$ cat src/rtl/rr_mask_ctrl.sv
`timescale 1ns/1ps
// rr_mask_ctrl: control stage around the external 4-way fixed-priority encoder
// of the round-robin arbiter. It masks requests with the last-grant pointer,
// fires the encoder, captures the one-hot result, and holds the grant until
// release or hold timeout.
//
//   state | meaning
//   ------+--------------------------------------------------------------
//   IDLE  | no grant; fire encoder (pl_en) as soon as any req is high
//   ARB   | encoder result arriving; capture if one-hot, else flag err
//   GRANT | grant held; count tenure; drop on release or timeout
module rr_mask_ctrl #(
  parameter int NUM_REQ  = 4,
  parameter int MAX_HOLD = 16
) (
  input  logic               clk,
  input  logic               rst_n,
  input  logic [NUM_REQ-1:0] req,
  output logic               pl_en,
  output logic [NUM_REQ-1:0] pl_req,
  input  logic [NUM_REQ-1:0] pl_grant,
  output logic [NUM_REQ-1:0] gnt,
  output logic               gnt_valid,
  output logic               forced_rel,
  output logic               err
);

  localparam int         PTR_W      = $clog2(NUM_REQ);
  localparam logic [7:0] HOLD_LIMIT = 8'(MAX_HOLD);
  localparam bit         HOLD_EN    = (MAX_HOLD != 0);

  if (NUM_REQ != 4) begin : g_bad_num_req
    $error("rr_mask_ctrl: only NUM_REQ = 4 is supported");
  end
  if (MAX_HOLD < 0 || MAX_HOLD > 255) begin : g_bad_max_hold
    $error("rr_mask_ctrl: MAX_HOLD must be in 0..255");
  end

  typedef enum logic [1:0] {
    IDLE  = 2'd0,
    ARB   = 2'd1,
    GRANT = 2'd2
  } state_t;

  state_t             state_q, state_d;
  logic [NUM_REQ-1:0] gnt_q, gnt_d;
  logic [PTR_W-1:0]   ptr_q, ptr_d;
  logic [7:0]         hold_cnt_q, hold_cnt_d;
  logic               forced_rel_q, forced_rel_d;
  logic               err_q, err_d;

  logic [NUM_REQ-1:0] mask;
  logic [NUM_REQ-1:0] req_masked;
  logic               grant_onehot;
  logic [PTR_W-1:0]   gnt_idx;
  logic               release_hit;
  logic               timeout_hit;

  // Mask keeps only requesters strictly above the last winner.
  always_comb begin
    mask = '0;
    for (int i = 0; i < NUM_REQ; i++) begin
      mask[i] = (i > int'(ptr_q));
    end
  end

  // Fall back to the raw vector when nobody above the pointer is asking,
  // which gives the wrap-around back to the low indices.
  always_comb begin
    req_masked = req & mask;
    pl_req     = (req_masked != '0) ? req_masked : req;
  end

  // Encoder output must carry exactly one bit to be accepted.
  always_comb begin
    grant_onehot = (pl_grant != '0) &&
                   ((pl_grant & (pl_grant - NUM_REQ'(1))) == '0);
  end

  // Index of the held grant, used to advance the pointer on exit.
  always_comb begin
    gnt_idx = '0;
    for (int i = 0; i < NUM_REQ; i++) begin
      if (gnt_q[i]) gnt_idx = PTR_W'(i);
    end
  end

  // Exit conditions while granted; release wins over a coincident timeout.
  always_comb begin
    release_hit = ((req & gnt_q) == '0);
    timeout_hit = HOLD_EN && (hold_cnt_q == HOLD_LIMIT);
  end

  // Next-state, encoder enable and datapath updates.
  always_comb begin
    state_d      = state_q;
    gnt_d        = gnt_q;
    ptr_d        = ptr_q;
    hold_cnt_d   = hold_cnt_q;
    forced_rel_d = 1'b0;
    err_d        = err_q;
    pl_en        = 1'b0;

    case (state_q)
      IDLE: begin
        if (|req) begin
          pl_en   = 1'b1;
          state_d = ARB;
        end
      end

      ARB: begin
        if (grant_onehot) begin
          gnt_d      = pl_grant;
          hold_cnt_d = 8'd1;
          state_d    = GRANT;
        end else begin
          err_d   = 1'b1;
          gnt_d   = '0;
          state_d = IDLE;
        end
      end

      GRANT: begin
        if (hold_cnt_q != 8'hFF) hold_cnt_d = hold_cnt_q + 8'd1;
        if (release_hit || timeout_hit) begin
          gnt_d        = '0;
          ptr_d        = gnt_idx;
          hold_cnt_d   = '0;
          forced_rel_d = !release_hit;
          state_d      = IDLE;
        end
      end

      default: begin
        gnt_d   = '0;
        state_d = IDLE;
      end
    endcase
  end

  // State and datapath registers, cleared asynchronously.
  always_ff @(posedge clk or negedge rst_n) begin
    if (!rst_n) begin
      state_q      <= IDLE;
      gnt_q        <= '0;
      ptr_q        <= PTR_W'(NUM_REQ - 1);
      hold_cnt_q   <= '0;
      forced_rel_q <= 1'b0;
      err_q        <= 1'b0;
    end else begin
      state_q      <= state_d;
      gnt_q        <= gnt_d;
      ptr_q        <= ptr_d;
      hold_cnt_q   <= hold_cnt_d;
      forced_rel_q <= forced_rel_d;
      err_q        <= err_d;
    end
  end

  // Outputs come straight from flops so gnt and forced_rel change together.
  always_comb begin
    gnt        = gnt_q;
    gnt_valid  = |gnt_q;
    forced_rel = forced_rel_q;
    err        = err_q;
  end

endmodule

$ cat config.mk
export PLATFORM = sky130hd
export DESIGN_NAME = rr_mask_ctrl
export DESIGN_NICKNAME = d
export VERILOG_FILES = /design/src/rtl/rr_mask_ctrl.sv
export SDC_FILE = /design/constraint.sdc
export NUM_CORES = 1
export LEC_CHECK = 0
export ABC_AREA = 0
export CORE_MARGIN = 4
export CORE_UTILIZATION = 50
export CTS_BUF_LIST = sky130_fd_sc_hd__clkbuf_16
export DETAILED_ROUTE_END_ITERATION = 8
export MAX_ROUTING_LAYER = met4
export PLACE_DENSITY_LB_ADDON = 0.12
export RECOVER_POWER = 50
export SYNTH_ARGS = -nofsm -noshare
export SYNTH_HDL_FRONTEND = slang
export SYNTH_SLANG_ARGS = --single-unit
export TNS_END_PERCENT = 50
$ cat constraint.sdc
create_clock -name clk -period 3.46 [get_ports clk]
set_input_delay 0.346 -clock clk [delete_from_list [all_inputs] [get_ports clk]]
set_output_delay 0.346 -clock clk [all_outputs]
set_load 0.05 [all_outputs]
# After elaboration in Yosys (flattened, before gate mapping)
# Index checks and enable logic that the tools add are counted.
# op_classes
n_addsub	2
n_lt_le_gt_ge	3
eq_ne	8
n_mux	19
bitwise_logic	5
n_reduce_logical	16
# op_table
cell	count
8-bit two-way mux	3
8-bit one-hot mux with 2 select lines	1
4-bit bitwise AND	3
4-bit two-way mux	3
4-bit one-hot mux with 3 select lines	1
2-bit two-way mux	5
8-bit by 1-bit adder with 8-bit output (second input constant)	1
8-bit by 5-bit == test with 1-bit output (second input constant)	1
4-bit zero test	2
8-bit inequality test (second input constant)	1
2-bit AND reduction	4
4-bit nonzero test	2
4-bit OR reduction	2
2-bit inequality test (second input constant)	3
2-bit one-hot mux with 3 select lines	1
1-bit two-way mux	5
2-bit greater-than comparator (first input constant)	2
4-bit by 1-bit subtractor with 4-bit output (second input constant)	1
3-bit inequality test (second input constant)	1
3-bit AND reduction	1
2-bit by 1-bit == test with 1-bit output (second input constant)	1
2-bit == test (second input constant)	1
1-bit by 2-bit greater-than comparator with 1-bit output (first input constant)	1
2-bit zero test	1
other kinds (5)	6
# word_totals
regBits	18
in_bits	10
output_inout_bits	12
word_cells	59

# Logic depth before layout (Yosys ltp)
# logic_depth
ltp_word	6
ltp_mapped	6
mapped_depth_nobuf	6

# Least setup slack after synthesis
# Ideal clock, no wire load.
# synth_timing
path_kind	reg-to-output
from	register state_q[1]
to	output port pl_en
arrival_time_ps	1500
required_time_ps	3114
setup_slack_ps	1614
path_stages_with_launch	2
path_buffers	0
path_cell_list	dfrtp_1 > nor3_1
# synth_via
elab_chain_len	2
# synth_lines
element	line_no	rtl
start: declaration	45	state_t state_q, state_d;
start signal: assignment	152	state_q <= state_d;
2-bit zero test	104	case (state_q)
1-bit two-way mux	104	
end: declaration	19	output logic pl_en,
# No other way between the ends.

# Worst setup path in the final report
# layout_timing
from	input port req[3]
to	output port pl_en
# layout_via
elab_chain_len	3
# layout_lines
element	line_no	rtl
start: declaration	18	input logic [NUM_REQ-1:0] req,
4-bit OR reduction	106	if (|req) begin
1-bit two-way mux	106	
1-bit two-way mux	104	
# No other way between the ends.

==> results.sh <==
export IMPL_outcome="finished clean"
export IMPL_criticalPathCategory="in2out"
export IMPL_irDropWorstVdd_mv=0.3750
export IMPL_grt_max_degree=19
export IMPL_final_nets=148
export IMPL_core_um2=2042
export IMPL_synth_cells=111
export IMPL_crit_fanout=6
export IMPL_fin_crit_sh_pct=73.13
export IMPL_netlist_area_leader_share_pct=35.75
export IMPL_highest_layer="met4"
export IMPL_synth_most_common_cell="dfrtp_1"
export IMPL_synth_edf_count=0
export IMPL_num_io_pins=22
export IMPL_drt_initial_drc_count=19
export IMPL_cts_path_max_buffers=2
export IMPL_fin_setup_tns_ns=0
export IMPL_place_area_um2=1360
export IMPL_detail_route_antenna_nets=0
export IMPL_antenna_found_initial=0
export IMPL_die_h_um=55.33
export IMPL_clk_latency_ns=0.25
export IMPL_worstMarginPinSlew_ns=0.8253
export IMPL_grt_overflow=0
export IMPL_yosys_warnings=0
export IMPL_fmax_mhz=395.2
export IMPL_critPathLaunchType="primary input"
export IMPL_m1WireLength_mm=1.151
export IMPL_regToRegStartpoint="hold_cnt_q[0]"
export IMPL_drc=0
export IMPL_slew_viol_final=0
export IMPL_slew_headroom_pct=44.80
export IMPL_wl_met3_um=141
export IMPL_drt_vias_per_instance=5.938
export IMPL_post_cts_buffers=0
export IMPL_postCtsHoldBufs=0
export IMPL_skew_ns=0.002036
export IMPL_wl_met2_mm=1.214
export IMPL_fin_area_um2=1430
export IMPL_synthFlopType="dfrtp_1"
export IMPL_cts_tree="yes"
export IMPL_synthToLayoutAreaGrowth_pct=27.71
export IMPL_p_per_area_nw_per_um2=583.6
export IMPL_cts_root_buf="clkbuf_16"
export IMPL_synth_area_leaders="dfrtp_1 (36%), dfstp_2 (4.7%), inv_1 (4.0%)"
export IMPL_start_util_pct=54.84
export IMPL_grt_total_usage_pct=18.18
export IMPL_dr_pass1_iters=4
export IMPL_utilization_pct=70.04
export IMPL_io_buffers=21
export IMPL_drive_above_1_share_pct=11.11
export IMPL_worst_ep_required_time_ns=3.11
export IMPL_synth_fp_nets=123
export IMPL_rr_worst_depth=6
export IMPL_min_path_type="reg2reg"
export IMPL_max_cap_violations=0
export IMPL_fin_crit_ns=2.530
export IMPL_timing_hold_worst_path_depth=1
export IMPL_end_kind="output pin"
export IMPL_gp_congestion=0.8500
export IMPL_cts_buffers=3
export IMPL_cts_resized=0
export IMPL_diodes=0
export IMPL_first_global_vias=946
export IMPL_ys_async_sr_fraction_pct=100.0
export IMPL_cts_sinks=18
export IMPL_rr_endpoint="gnt[0]"
export IMPL_synthTopCellsByCount="dfrtp_1 (16), inv_1 (12), nand2_1 (8)"
export IMPL_fp_dieArea_um2=3061
export IMPL_clk_pin_slew_ns=0.05
export IMPL_setup_violations=0
export IMPL_wirelength_mm=2.567
export IMPL_ys_seq_area_share_pct=40.45
export IMPL_synthesis_area_um2=1120
export IMPL_num_vias=962
export IMPL_avgSynthCellArea_um2=10.09
export IMPL_row_count=16
export IMPL_holdPathEnd="err"
export IMPL_cts_htree_levels=1
export IMPL_synth_seq_cells=18
export IMPL_dpl_hpwl_mm=1.905
export IMPL_worst_r2r_setup_slack_ns=1.58
export IMPL_grt_setup_unrepaired="no"
export IMPL_hold_violations=0
export IMPL_crit_arrival_ns=2.18
export IMPL_min_delay_start="err"
export IMPL_leakagePower_nw=0.5300
export IMPL_synth_distinct_cells=43
export IMPL_fp_dieW_um=55.33
export IMPL_synth_top_area_cell="dfrtp_1"
export IMPL_grt_pass1_wl_mm=4.360
export IMPL_finalPower_uw=834.7
export IMPL_routedWlPerCell_um=15.85
==> critical path, stage by stage <==
cell and delay, ns:
dlygate4sd3_1 0.63, nor4_1 0.40, nor3_1 0.08, clkdlybuf4s50_1 0.72
==> how the worst max path moves through the flow <==
| stage | endpoint | cells after the start | from | slack, ns |
|---|---|---|---|---|
| finish | pl_en | 4 | req[3] | 0.93 |
| global route | pl_en | 4 | req[3] | 0.83 |
| CTS | pl_en | 4 | req[3] | 1.01 |
| detailed placement | pl_en | 4 | req[3] | 1.02 |
| global placement | pl_en | 4 | req[3] | 1.08 |
| floorplan | pl_en | 1 | state_q[1] | 1.61 |
==> placed cells by master (no fill, tap or decap), types with 2 or more instances in the layout <==
cell             count
nand3_1              6
nor2b_1              4
mux2i_1              4
dfstp_2              2
inv_1               12
nand2b_1             3
xnor2_1              2
nor2_1               7
nor3_1               3
o221ai_1             2
clkdlybuf4s50_1     16
o21ai_0              3
ha_1                 2
a21oi_1              4
a22oi_1              2
dlygate4sd3_1        5
a32o_1               3
nand3b_1             3
o22ai_1              2
nand2_1              8
dfrtp_1             16
clkbuf_16            3
==> cell type report <==
type	count	area, um2
clock buffers	3	75.07
clock inverters	1	3.754
fillers	164	611.8
inverters	12	45.04
multi-input cells	80	609.3
flip-flops and latches	18	452.9
well taps	27	33.78
repair buffers	21	210.2
==> logic make-up after synthesis <==
logic type / after synthesis / synth area share [%]
AOI/OAI and AO/OA: 28 / 24.80
xor gates and xnor gates: 3 / 2.347
adders and majority gates: 2 / 2.234
buffers and inverters: 13 / 4.357
DFF: 18 / 40.45
muxes: 4 / 3.576
and+or+nand+nor: 43 / 22.24
==> through the flow <==
step	setup slack (ns)	hold WS, ns	std cells
finish	0.9297	0.4718	162
global route	0.8319	0.5027	162
CTS	1.008	0.4852	162
detailed placement	1.023	0.4701	158
global placement	1.083	0.4553	158
floorplan	1.614	0.05041	111
==> layer usage <==
metal	vias to the layer above	track usage [%]
li1	468	-
met3	7	4.196
met4	0	8.333
met2	32	27.53
met5	-	-
met1	455	22.94
==> flip-flops by register name (all words and copies together), names as in the netlist <==
signal      cells
hold_cnt_q      8
state_q         2
ptr_q           2
err             1
gnt             4
forced_rel      1
==> where the power goes <==
group / switching, mW / internal [mW]
clock network: 0.0782 / 0.154
logic: 0.203 / 0.118
registers: 0.0345 / 0.247
total: 0.316 / 0.519
Power figures use the tool's default switching activity.
